--- src/rtl/wb_cpu_pkg.sv ---
// Shared types and constants for the CPU-side Wishbone request arbiter.
package wb_cpu_pkg;

  typedef enum logic [1:0] {IDLE, ISSUE, WAIT_BUSY, WAIT_DONE} arb_state_t;

  typedef enum logic {PORT_INSTR, PORT_DATA} port_id_t;

  localparam logic [31:0] ERR_DATA_DEFAULT = 32'hBAD1BAD1;

endpackage

--- src/rtl/wb_rr_arbiter2.sv ---
// Two-way round-robin grant; last grant only advances when a grant is taken.
module wb_rr_arbiter2
  import wb_cpu_pkg::*;
(
  input  logic     i_clk,
  input  logic     i_rst,
  input  logic     i_req_instr,
  input  logic     i_req_data,
  input  logic     i_take,
  output logic     o_valid,
  output port_id_t o_grant
);

  port_id_t r_last_grant;

  always_comb begin
    o_valid = i_req_instr | i_req_data;
    o_grant = PORT_INSTR;
    if (i_req_instr && i_req_data) begin
      o_grant = (r_last_grant == PORT_INSTR) ? PORT_DATA : PORT_INSTR;
    end else if (i_req_data) begin
      o_grant = PORT_DATA;
    end
  end

  // Reset to DATA so the instruction port wins the first tie.
  always_ff @(posedge i_clk) begin
    if (i_rst) begin
      r_last_grant <= PORT_DATA;
    end else if (i_take) begin
      r_last_grant <= o_grant;
    end
  end

endmodule

--- src/rtl/wb_cpu_request_arbiter.sv ---
// Arbitrates CPU fetch/data ports onto one Wishbone manager request at a time,
// with a start timeout while waiting for the manager to go busy.
module wb_cpu_request_arbiter
  import wb_cpu_pkg::*;
#(
  parameter int unsigned TIMEOUT_CYCLES = 16,
  parameter logic [31:0] ERR_DATA       = ERR_DATA_DEFAULT
) (
  input  logic        CLK,
  input  logic        RST,
  input  logic        INSTR_REQ_I,
  input  logic [31:0] INSTR_ADR_I,
  output logic [31:0] INSTR_DAT_O,
  output logic        INSTR_DONE_O,
  output logic        INSTR_ERR_O,
  input  logic        DATA_REQ_I,
  input  logic        DATA_WE_I,
  input  logic [31:0] DATA_ADR_I,
  input  logic [31:0] DATA_WDAT_I,
  input  logic [3:0]  DATA_SEL_I,
  output logic [31:0] DATA_RDAT_O,
  output logic        DATA_DONE_O,
  output logic        DATA_ERR_O,
  output logic        MGR_WRITE_O,
  output logic        MGR_READ_O,
  output logic [31:0] MGR_ADR_O,
  output logic [31:0] MGR_DAT_O,
  output logic [3:0]  MGR_SEL_O,
  input  logic [31:0] MGR_DAT_I,
  input  logic        MGR_BUSY_I
);

  localparam int unsigned CW = (TIMEOUT_CYCLES > 2) ? $clog2(TIMEOUT_CYCLES) : 1;

  arb_state_t    r_state, w_state_nxt;
  port_id_t      r_port;
  logic [CW-1:0] r_cnt, w_cnt_nxt;
  logic          r_we;
  logic [31:0]   r_adr, r_wdat;
  logic [3:0]    r_sel;

  logic          w_arb_valid, w_take, w_finish, w_timeout;
  port_id_t      w_arb_grant;
  logic [31:0]   w_rdata;

  wb_rr_arbiter2 u_arb (
    .i_clk       (CLK),
    .i_rst       (RST),
    .i_req_instr (INSTR_REQ_I),
    .i_req_data  (DATA_REQ_I),
    .i_take      (w_take),
    .o_valid     (w_arb_valid),
    .o_grant     (w_arb_grant)
  );

  always_comb begin
    w_state_nxt = r_state;
    w_cnt_nxt   = r_cnt;
    w_take      = 1'b0;
    w_finish    = 1'b0;
    w_timeout   = 1'b0;
    case (r_state)
      IDLE: begin
        if (w_arb_valid) begin
          w_take      = 1'b1;
          w_state_nxt = ISSUE;
        end
      end
      ISSUE: begin
        w_state_nxt = WAIT_BUSY;
        w_cnt_nxt   = '0;
      end
      WAIT_BUSY: begin
        if (MGR_BUSY_I) begin
          w_state_nxt = WAIT_DONE;
        end else if (r_cnt == CW'(TIMEOUT_CYCLES - 1)) begin
          w_state_nxt = IDLE;
          w_finish    = 1'b1;
          w_timeout   = 1'b1;
        end else begin
          w_cnt_nxt = r_cnt + 1'b1;
        end
      end
      WAIT_DONE: begin
        if (!MGR_BUSY_I) begin
          w_state_nxt = IDLE;
          w_finish    = 1'b1;
        end
      end
      default: w_state_nxt = IDLE;
    endcase

    if (r_we) begin
      w_rdata = '0;
    end else if (w_timeout) begin
      w_rdata = ERR_DATA;
    end else begin
      w_rdata = MGR_DAT_I;
    end
  end

  // Outputs are registered from the current state, so the manager strobe
  // appears in the cycle after ISSUE and DONE in the cycle after completion.
  always_ff @(posedge CLK) begin
    if (RST) begin
      r_state      <= IDLE;
      r_port       <= PORT_INSTR;
      r_cnt        <= '0;
      r_we         <= 1'b0;
      r_adr        <= '0;
      r_wdat       <= '0;
      r_sel        <= '0;
      INSTR_DAT_O  <= '0;
      INSTR_DONE_O <= 1'b0;
      INSTR_ERR_O  <= 1'b0;
      DATA_RDAT_O  <= '0;
      DATA_DONE_O  <= 1'b0;
      DATA_ERR_O   <= 1'b0;
      MGR_WRITE_O  <= 1'b0;
      MGR_READ_O   <= 1'b0;
      MGR_ADR_O    <= '0;
      MGR_DAT_O    <= '0;
      MGR_SEL_O    <= '0;
    end else begin
      r_state <= w_state_nxt;
      r_cnt   <= w_cnt_nxt;

      if (w_take) begin
        r_port <= w_arb_grant;
        if (w_arb_grant == PORT_DATA) begin
          r_we   <= DATA_WE_I;
          r_adr  <= DATA_ADR_I;
          r_wdat <= DATA_WDAT_I;
          r_sel  <= DATA_SEL_I;
        end else begin
          r_we   <= 1'b0;
          r_adr  <= INSTR_ADR_I;
          r_wdat <= '0;
          r_sel  <= 4'hF;
        end
      end

      MGR_WRITE_O <= (r_state == ISSUE) &&  r_we;
      MGR_READ_O  <= (r_state == ISSUE) && !r_we;

      if (r_state == ISSUE) begin
        MGR_ADR_O <= r_adr;
        MGR_DAT_O <= r_wdat;
        MGR_SEL_O <= r_sel;
      end else if (w_finish) begin
        MGR_ADR_O <= '0;
        MGR_DAT_O <= '0;
        MGR_SEL_O <= '0;
      end

      INSTR_DONE_O <= w_finish && (r_port == PORT_INSTR);
      INSTR_ERR_O  <= w_timeout && (r_port == PORT_INSTR);
      DATA_DONE_O  <= w_finish && (r_port == PORT_DATA);
      DATA_ERR_O   <= w_timeout && (r_port == PORT_DATA);

      if (w_finish && (r_port == PORT_INSTR)) INSTR_DAT_O <= w_rdata;
      if (w_finish && (r_port == PORT_DATA))  DATA_RDAT_O <= w_rdata;
    end
  end

endmodule
--- config.mk ---
export PLATFORM = sky130hd
export DESIGN_NAME = wb_cpu_request_arbiter
export DESIGN_NICKNAME = d
export VERILOG_FILES = /design/src/rtl/wb_cpu_pkg.sv /design/src/rtl/wb_rr_arbiter2.sv /design/src/rtl/wb_cpu_request_arbiter.sv
export SDC_FILE = /design/constraint.sdc
export NUM_CORES = 1
export LEC_CHECK = 0
export BUFFER_PORTS_ARGS = -buffer_cell sky130_fd_sc_hd__buf_2
export CORE_MARGIN = 1
export CORE_UTILIZATION = 54
export CTS_BUF_LIST = sky130_fd_sc_hd__clkbuf_4 sky130_fd_sc_hd__clkbuf_8
export DETAILED_ROUTE_END_ITERATION = 16
export PLACE_DENSITY = 0.86
export SYNTH_ARGS = -nofsm -noshare
export SYNTH_HDL_FRONTEND = slang
export SYNTH_SLANG_ARGS = --single-unit
--- constraint.sdc ---
create_clock -name CLK -period 4.3 [get_ports CLK]
set_input_delay 0.86 -clock CLK [delete_from_list [all_inputs] [get_ports CLK]]
set_output_delay 0.86 -clock CLK [all_outputs]
set_load 0.005 [all_outputs]
==> flow_summary_export.csv, run 1 <==
group,metric,value,unit
run_status,outcome,"finished clean",
timing,finalHoldViolCount,0,
clocking,root_buffer,"clkbuf_8",
setup_path,endpoint_kind,"flip-flop",
setup_path,arrival,2.88,ns
pwr,switchingPower,1.08,mW
min_path,hold_class,"reg2reg",
final_layout,num-fill-cells,1005,
pwr,p_per_area,466,nW/um^2
timing,worst_slew_pin_slew,1.10,ns
final_layout,utilization,71.5,%
run,drv_cap,0,
timing,setup-tns-final,0,ns
clocking,clk_latency,0.50,ns
global_route,grt_pass1_vias,6082,
timing,layout_min_cycle_time,2.47,ns
placed_design,dp_cells,1055,
final_layout,finalNonFillerCells,1114,
global_route,track_usage,27.5,%
pwr,p_comb_share,10.1,%
floorplanning,die_area,13900,sq um
yosys,avgSynthCellArea,11.1,sq um
yosys,synth_edf_count,0,
floorplanning,die_x,118,microns
detailed_routing,ant_nets,0,
global_route,grt_pass1_wl,31300,microns
clocking,htreeDepth,2,
final_layout,synthToLayoutAreaGrowth,29.6,%
clocking,cts_hold_buf,0,
detailed_routing,first_iter_violations,478,
setup_path,critPathMaxFanout,51,
timing,slew_violations,0,
placed_design,dp_hpwl,12600,microns
timing,fin_crit_sh,57.5,%
setup_path,crit_path_start_kind,"primary input",
yosys,synth_area,7270,sq um
pwr,leakage,4.32,nW
pwr,clock_power_share,40.8,%
final_layout,drive_above_1_share,38.7,%
clocking,post-cts-setup-buffers,0,
global_route,grt_overflow,0,
floorplanning,std_cell_rows,42,
detailed_routing,routed_via_density,5.90,
timing,setup_viol_count_final,0,
yosys,synth-async-reset-ratio,0,%
timing,fmax,404,MHz
global_route,antenna_found_initial,1,
yosys,yosysWarnings,0,
final_layout,design_area,9430,sq um
pwr,p_int,3.31,mW
setup_path,path_class,"in2reg",
pwr,peakVddDrop,0.000263,V
clocking,post_cts_resized,0,
detailed_routing,remaining_drc_errors,0,
detailed_routing,first_pass_iters,5,
clocking,tritoncts,"built",
timing,rsz0062_at_grt,"false",
global_route,grt_max_degree,69,
pwr,p_sw_share,24.6,%
detailed_routing,wl_per_cell,17.8,microns
setup_path,crit_required,4.71,ns
clocking,clk_pin_slew,0.07,ns
yosys,syn_nets,796,
detailed_routing,wirelength,19900,microns
floorplanning,num_io_pins,276,
yosys,synthesis.instances,657,
pwr,seqPwrFrac,49.1,%
yosys,ys_seq_area_share,59.2,%
clocking,cts_sinks,215,
final_layout,fin_nets,1055,
floorplanning,start_util,55.1,%
clocking,cts_buffers,35,
timing,slew_headroom,26.3,%
yosys,synth_seq_cells,215,
detailed_routing,vias,6568,
placed_design,io_buffers,275,
yosys,ys_types,41,
floorplanning,fp.dieH,118,microns
yosys,synth-main-ff-cell,"dfxtp_1",
timing,fin_skew,0.0235,ns
clocking,clock_path_buffers,3,
placed_design,globalplace.congestion,0.816,
placed_design,postPlaceCellArea,8710,sq um
floorplanning,core,13200,sq um
worst paths after layout:
path	from	end	slack (ns)	cells past startpoint
worst max-delay path	RST	DATA_RDAT_O[15]$_SDFFE_PP0P_	1.83	5
worst min-delay path	DATA_RDAT_O[16]$_SDFFE_PP0P_	DATA_RDAT_O[16]$_SDFFE_PP0P_	0.46	1
worst max register to register	r_cnt[0]$_SDFFE_PP0P_	INSTR_DAT_O[15]$_SDFFE_PP0P_	1.98	4
worst min register to register	DATA_RDAT_O[16]$_SDFFE_PP0P_	DATA_RDAT_O[16]$_SDFFE_PP0P_	0.46	1
logic make-up after synthesis:
logic type,Yosys count,share of synthesized area (%)
AOI/OAI and AO/OA,271,30.2
adders and majority gates,1,0.172
buffers and inverters,68,4.16
DFF,215,59.2
and+or+nand+nor,102,6.25
sequential cells by signal, indices dropped and copies added (netlist names):
register            cells
u_arb.r_last_grant      1
INSTR_ERR_O             1
DATA_ERR_O              1
INSTR_DAT_O            32
DATA_RDAT_O            32
r_port                  1
r_we                    1
r_adr                  32
MGR_ADR_O              32
MGR_DAT_O              32
INSTR_DONE_O            1
r_state                 2
r_wdat                 32
r_sel                   4
MGR_SEL_O               4
DATA_DONE_O             1
r_cnt                   4
MGR_READ_O              1
MGR_WRITE_O             1
layout by cell type (no fill, tap or decap), types with 9 or more instances in the layout:
cell type,instances
buf_2,275
dfxtp_1,215
a22o_1,100
nand2_1,68
a21oi_1,54
clkbuf_8,43
o2bb2ai_1,36
a311oi_1,32
a32o_1,28
buf_4,12
clkbuf_4,9
Yosys cell counts (all sizes together), types with 3 or more instances:
master	instances	area share, %
nor2	9	0.53
nand2	68	3.5
buf	29	2.2
a32o	28	3.9
a21oi	55	3.8
a22o	100	12
a211oi	3	0.38
clkbuf	36	1.9
and3	5	0.43
dfxtp	215	59
o221a	4	0.62
o2bb2ai	36	4.3
nand3	3	0.21
o21ai	3	0.21
a311oi	32	3.9
inv	3	0.15
nor3	4	0.34
routing by layer:
layer / part of all wire (%) / track usage (%) / up-vias / routed length (microns)
li1: - / - / 3035 / -
met2: 48 / 44.3 / 358 / 9490
met4: 2.5 / 10.1 / 0 / 488
met3: 8.5 / 6.69 / 45 / 1690
met5: 0 / 0 / - / 0
met1: 41 / 35.7 / 3130 / 8210
final cells by class:
class	instances	area [sq um]	share of cell area, %
Multi-Input combinational cell	374	2710	28.7
Antenna cell	1	2.50	0.0265
Sequential cell	215	4300	45.7
Clock inverter	6	55.1	0.584
Clock buffer	52	659	7.00
Timing Repair Buffer	287	1470	15.6
Inverter	3	11.3	0.119
Tap cell	176	220	2.34
power by group through the flow:
stage | Sequential, mW | Combinational, mW | Clock (mW)
after floorplan | 2.18 | 0.275 | 0
after global placement | 2.19 | 0.433 | 0
after detailed placement | 2.20 | 0.441 | 0
after CTS | 2.15 | 0.443 | 1.81
after global routing | 2.17 | 0.484 | 1.91
final | 2.16 | 0.444 | 1.79
metrics by stage:
| step | worst slack (ns) | power (mW) | hold slack [ns] |
|---|---|---|---|
| 5_1_grt | 1.71 | 4.56 | 0.478 |
| 6_report | 1.83 | 4.39 | 0.458 |
| 3_3_place_gp | 1.39 | 2.63 | 0.438 |
| 4_1_cts | 1.86 | 4.41 | 0.462 |
| 2_1_floorplan | 2.35 | 2.46 | 0.443 |
| 3_5_place_dp | 1.30 | 2.64 | 0.442 |
worst max-delay path, cell delays in order:
cell	delay (ns)
buf_2	0.43
nor2_2	0.99
nand4_1	0.17
buf_4	0.25
o2bb2ai_1	0.17
(Power assumes the default switching activity.)
==> run 2: changes to the inputs <==
Settings changed: CORE_UTILIZATION 54 to 50, PLACE_DENSITY 0.86 to 0.8.
Clock period 4.3 ns to 2.45 ns, I/O delays scaled along.
==> run 2 against run 1 <==
Net effect: global-route usage shrank 1.8 points; sequential cell count is the same; clock power grew 90%; combinational power grew 82%; cell area grew 1.9%; setup slack lost 1.2 ns; critical endpoint is now MGR_DAT_O[8]$_SDFFE_PP0P_; largest power group unchanged; highest routed layer unchanged.
==> flow_summary_export.csv, run 2 (synthesis gave the netlist of run 1 again) <==
group,metric,value,unit
run_status,outcome,"finished clean",
global_route,grt_overflow,0,
timing,slew_headroom,55.3,%
clocking,htreeDepth,2,
final_layout,final_cell_mix,"buf_2, dfxtp_1, a22o_1, nand2_1, a21oi_1",
global_route,grt_pass1_wl,30800,microns
final_layout,synthToLayoutAreaGrowth,32.1,%
setup_path,slowest_delay,0.39,ns
clocking,post_cts_resized,0,
timing,setup-tns-final,0,ns
pwr,leakage,4.41,nW
clocking,cts_sinks,215,
global_route,antenna_found_initial,0,
setup_path,arrival,2.31,ns
setup_path,cp_slowest_cell,"a31o_1",
floorplanning,fp.dieH,123,microns
final_layout,utilization,68.4,%
timing,slew_violations,0,
setup_path,path_class,"reg2reg",
placed_design,io_buffers,275,
timing,rsz0062_at_grt,"false",
clocking,root_buffer,"clkbuf_8",
timing,finalHoldViolCount,0,
detailed_routing,first_iter_violations,530,
detailed_routing,wl_per_cell,17.7,microns
floorplanning,die_area,15000,sq um
floorplanning,num_io_pins,276,
pwr,p_per_area,832,nW/um^2
setup_path,ff2ff_path_depth,5,
floorplanning,std_cell_rows,43,
placed_design,post-place-ws,0.620,ns
global_route,grt_max_degree,69,
clocking,clk_pin_slew,0.07,ns
placed_design,dp_hpwl,12800,microns
floorplanning,start_util,51.8,%
setup_path,critPathMaxFanout,68,
min_path,whs_path_depth,2,
timing,setup_viol_count_final,0,
clocking,post-cts-setup-buffers,0,
timing,layout_min_cycle_time,1.87,ns
global_route,track_usage,25.7,%
timing,fin_ws,0.579,ns
floorplanning,die_x,123,microns
global_route,grt_pass1_vias,6273,
min_path,hold_class,"in2reg",
clocking,tritoncts,"built",
clocking,clk_latency,0.50,ns
placed_design,globalplace.congestion,0.789,
timing,fmax,534,MHz
timing,worst_slew_pin_slew,0.669,ns
pwr,peakVddDrop,0.000467,V
clocking,cts_hold_buf,0,
detailed_routing,wirelength,20000,microns
timing,fin_crit_sh,76.4,%
setup_path,crit_path_start_kind,"flip-flop",
setup_path,worstPathCellList,"ha_1 > a31o_1 > a211oi_4 > buf_12 > a22o_1",
clocking,cts_buffers,34,
floorplanning,core,14000,sq um
detailed_routing,vias,6440,
final_layout,fin_nets,1063,
run,drv_cap,0,
detailed_routing,ant_nets,0,
detailed_routing,routed_via_density,5.69,
setup_path,crit_required,2.89,ns
detailed_routing,first_pass_iters,5,
final_layout,final_common_cell,"buf_2",
timing,fin_skew,0.0134,ns
detailed_routing,remaining_drc_errors,0,
final_layout,drive_above_1_share,39.6,%
clocking,clock_path_buffers,3,
setup_path,endpoint_kind,"flip-flop",
[run 2: cell count changes in the layout (fill, tap and decap cells not counted)]
cell,change
bufinv_16,+1
clkbuf_8,+5
buf_12,+2
clkinv_2,+1
buf_4,+7
clkbuf_4,-3
[run 2: final cells by class]
type	count	area, sq um
tap	180	225
sequential	215	4300
clock buffer	54	706
fill	1109	4440
antenna	1	2.50
clock inverter	8	90.1
multi-input combinational	374	2710
inverter	3	11.3
timing repair buffer	296	1560
[run 2: worst paths after layout]
path	end	slack, ns	from
worst max-delay path	MGR_DAT_O[8]$_SDFFE_PP0P_	0.58	r_cnt[0]$_SDFFE_PP0P_
worst min-delay path	r_wdat[12]$_SDFFE_PP0P_	0.20	DATA_WDAT_I[12]
worst max register to register	MGR_DAT_O[8]$_SDFFE_PP0P_	0.58	r_cnt[0]$_SDFFE_PP0P_
worst min register to register	DATA_RDAT_O[14]$_SDFFE_PP0P_	0.46	DATA_RDAT_O[14]$_SDFFE_PP0P_
[run 2: through the flow]
step / power [mW] / instances / hold slack, ns / instance area, sq um
2_1_floorplan: 4.31 / 657 / 0.443 / 7270
3_3_place_gp: 4.64 / 1068 / 0.439 / 8810
3_5_place_dp: 4.65 / 1068 / 0.441 / 8810
4_1_cts: 8.05 / 1130 / 0.169 / 9600
5_1_grt: 8.31 / 1130 / 0.175 / 9600
6_report: 7.99 / 1131 / 0.203 / 9600
[run 2: layer usage]
layer / vias up / GRT usage [%] / share of wire, %
met5: - / 0 / 0
met1: 3043 / 31.4 / 43
li1: 3056 / - / -
met2: 293 / 42.4 / 47
met3: 48 / 6.23 / 7.5
met4: 0 / 12.2 / 3.0
[run 2: worst max-delay path, delay by kind of cell (launching register included)]
family | cells | cell delay (ns)
AOI/OAI and AO/OA | 3 | 0.88
adders and majority gates | 1 | 0.24
DFF | 1 | 0.33
buffers and inverters | 1 | 0.30
[run 2: where the power goes]
part / internal, mW / switching (mW)
logic: 0.337 / 0.470
clock network: 2.05 / 1.35
registers: 3.68 / 0.105
==> run 3: changes to the inputs <==
Clock period 2.45 ns to 1.9 ns, I/O delays scaled along.
==> run 3 against run 2 <==
Net effect: die area stayed put; cell area is 0.12% higher; routed wire length is 0.21% higher; critical path depth shrank 1; combinational power rose by 36%; non-clock buffer count is 5 higher; count of clock-buffer cells in the layout stayed put; sequential power increased by 29%; setup slack lost 0.43 ns; sequential cell count is the same; first-iteration DRC count decreased by 25%; largest cell class unchanged; highest routed layer unchanged.
==> flow_summary_export.csv, run 3 (synthesis gave the netlist of run 1 again) <==
group,metric,value,unit
floorplanning,std_cell_rows,43,
clocking,post-cts-setup-buffers,0,
clocking,cts_hold_buf,0,
global_route,grt_pass1_wl,30700,microns
global_route,track_usage,25.8,%
global_route,grt_overflow,0,
final_layout,multi_input_area,2720,sq um
clocking,cts_buffers,36,
clocking,cts_sinks,215,
setup_path,slowest_delay,0.50,ns
final_layout,ff_latch_area,4300,sq um
clocking,root_buffer,"clkbuf_8",
setup_path,crit_path_start_kind,"flip-flop",
detailed_routing,wirelength,20100,microns
pwr,peakVddDrop,0.000659,V
setup_path,crit_path_start,"r_cnt[0]$_SDFFE_PP0P_",
timing,worst_slew_pin_slew,0.471,ns
setup_path,cp_slowest_cell,"or4_1",
pwr,leakage,4.41,nW
global_route,top_usage_layer,"met2",
timing,rsz0062_at_grt,"false",
final_layout,fin_nets,1070,
placed_design,dp_hpwl,12800,microns
clocking,clock_path_buffers,3,
timing,layout_min_cycle_time,1.76,ns
setup_path,path_class,"reg2reg",
floorplanning,die_area,15000,sq um
timing,setup-tns-final,0,ns
clocking,clk_pin_slew,0.06,ns
global_route,met3_usage,5.99,%
global_route,antenna_found_initial,1,
setup_path,worstPathCellList,"ha_1 > a31o_4 > or4_1 > a211oi_1",
setup_path,arrival,2.15,ns
run,drv_cap,0,
clocking,clk_latency,0.51,ns
setup_path,critPathMaxFanout,8,
min_path,hold_class,"in2reg",
floorplanning,start_util,51.8,%
clocking,htreeDepth,2,
final_layout,final_cell_mix,"buf_2, dfxtp_1, a22o_1, nand2_1, a21oi_1",
pwr,p_per_area,1030,nW/um^2
timing,fin_skew,0.0253,ns
floorplanning,die_x,123,microns
final_layout,drive_above_1_share,39.7,%
pwr,total_power,9.91,mW
final_layout,synthToLayoutAreaGrowth,32.2,%
floorplanning,fp.dieH,123,microns
detailed_routing,remaining_drc_errors,0,
timing,finalHoldViolCount,0,
floorplanning,num_io_pins,276,
run_status,outcome,"finished clean",
detailed_routing,vias,6543,
setup_path,endpoint_kind,"flip-flop",
detailed_routing,first_pass_iters,5,
timing,fin_ws,0.145,ns
timing,fin_crit_sh,92.4,%
timing,fmax,570,MHz
final_layout,num-fill-cells,1080,
setup_path,crit_buf_inv,0,
placed_design,io_buffers,275,
setup_path,r2r_start,"r_cnt[0]$_SDFFE_PP0P_",
setup_path,crit_required,2.29,ns
timing,slew_violations,0,
floorplanning,core,14000,sq um
final_layout,final_common_cell,"buf_2",
placed_design,postPlaceCellArea,8920,sq um
detailed_routing,first_iter_violations,399,
detailed_routing,routed_via_density,5.79,
timing,slew_headroom,68.6,%
global_route,grt_util_met2,41.6,%
final_layout,utilization,68.5,%
placed_design,globalplace.congestion,0.799,
detailed_routing,ant_nets,0,
global_route,grtUsageMet1,32.4,%
global_route,grt_max_degree,53,
min_path,worstHoldStart,"DATA_WDAT_I[4]",
clocking,tritoncts,"built",
final_layout,design_area,9620,sq um
global_route,grt_pass1_vias,6202,
detailed_routing,wl_per_cell,17.7,microns
timing,setup_viol_count_final,0,
setup_path,critPathTopFamily,"compound AO/OA/AOI/OAI gates",
placed_design,post-place-ws,0.111,ns
[run 3: cell type report]
class | instances | share of cell area, %
clock buffers | 54 | 6.95
clock inverters | 3 | 0.182
multi-input cells | 374 | 28.2
inverters | 3 | 0.117
diodes | 1 | 0.0260
flip-flops and latches | 215 | 44.8
repair buffers | 301 | 17.4
well taps | 180 | 2.34
[run 3: per-layer routing]
layer | routed length (microns) | up-vias | part of all wire (%)
met2 | 9540 | 332 | 48
met5 | 0 | - | 0
met1 | 8310 | 3104 | 41
met3 | 1610 | 44 | 8.0
li1 | - | 3063 | -
met4 | 599 | 0 | 3.0
[run 3: power breakdown]
part	switching, mW	total, mW	internal, mW
registers	0.136	4.88	4.74
clock network	1.71	3.94	2.22
logic	0.614	1.10	0.483
total	2.46	9.91	7.45
[run 3: per-stage QoR]
stage / std cells / hold WS [ns]
floorplan: 657 / 0.443
global placement: 1073 / 0.439
detailed placement: 1073 / 0.441
CTS: 1130 / 0.0662
global route: 1131 / 0.0713
finish: 1131 / 0.102
[run 3: timing repair]
item	4_1_cts	5_1_grt
resized for setup	0	2
setup endpoints to repair	0	29
endpoints found under the hold margin	0	0
[run 3: path summary, 6_finish.rpt]
kind	depth (start not counted)	end	slack [ns]
setup / recovery	4	r_cnt[3]$_SDFFE_PP0P_	0.14
hold / removal	2	r_wdat[4]$_SDFFE_PP0P_	0.10
setup reg to reg	4	r_cnt[3]$_SDFFE_PP0P_	0.14
hold reg to reg	1	DATA_RDAT_O[8]$_SDFFE_PP0P_	0.46
[run 3: worst register-to-register path, cell delays in order, from the launching register on]
cell and delay [ns]:
dfxtp_1 0.33, ha_1 0.25, a31o_4 0.30, or4_1 0.51, a211oi_1 0.27
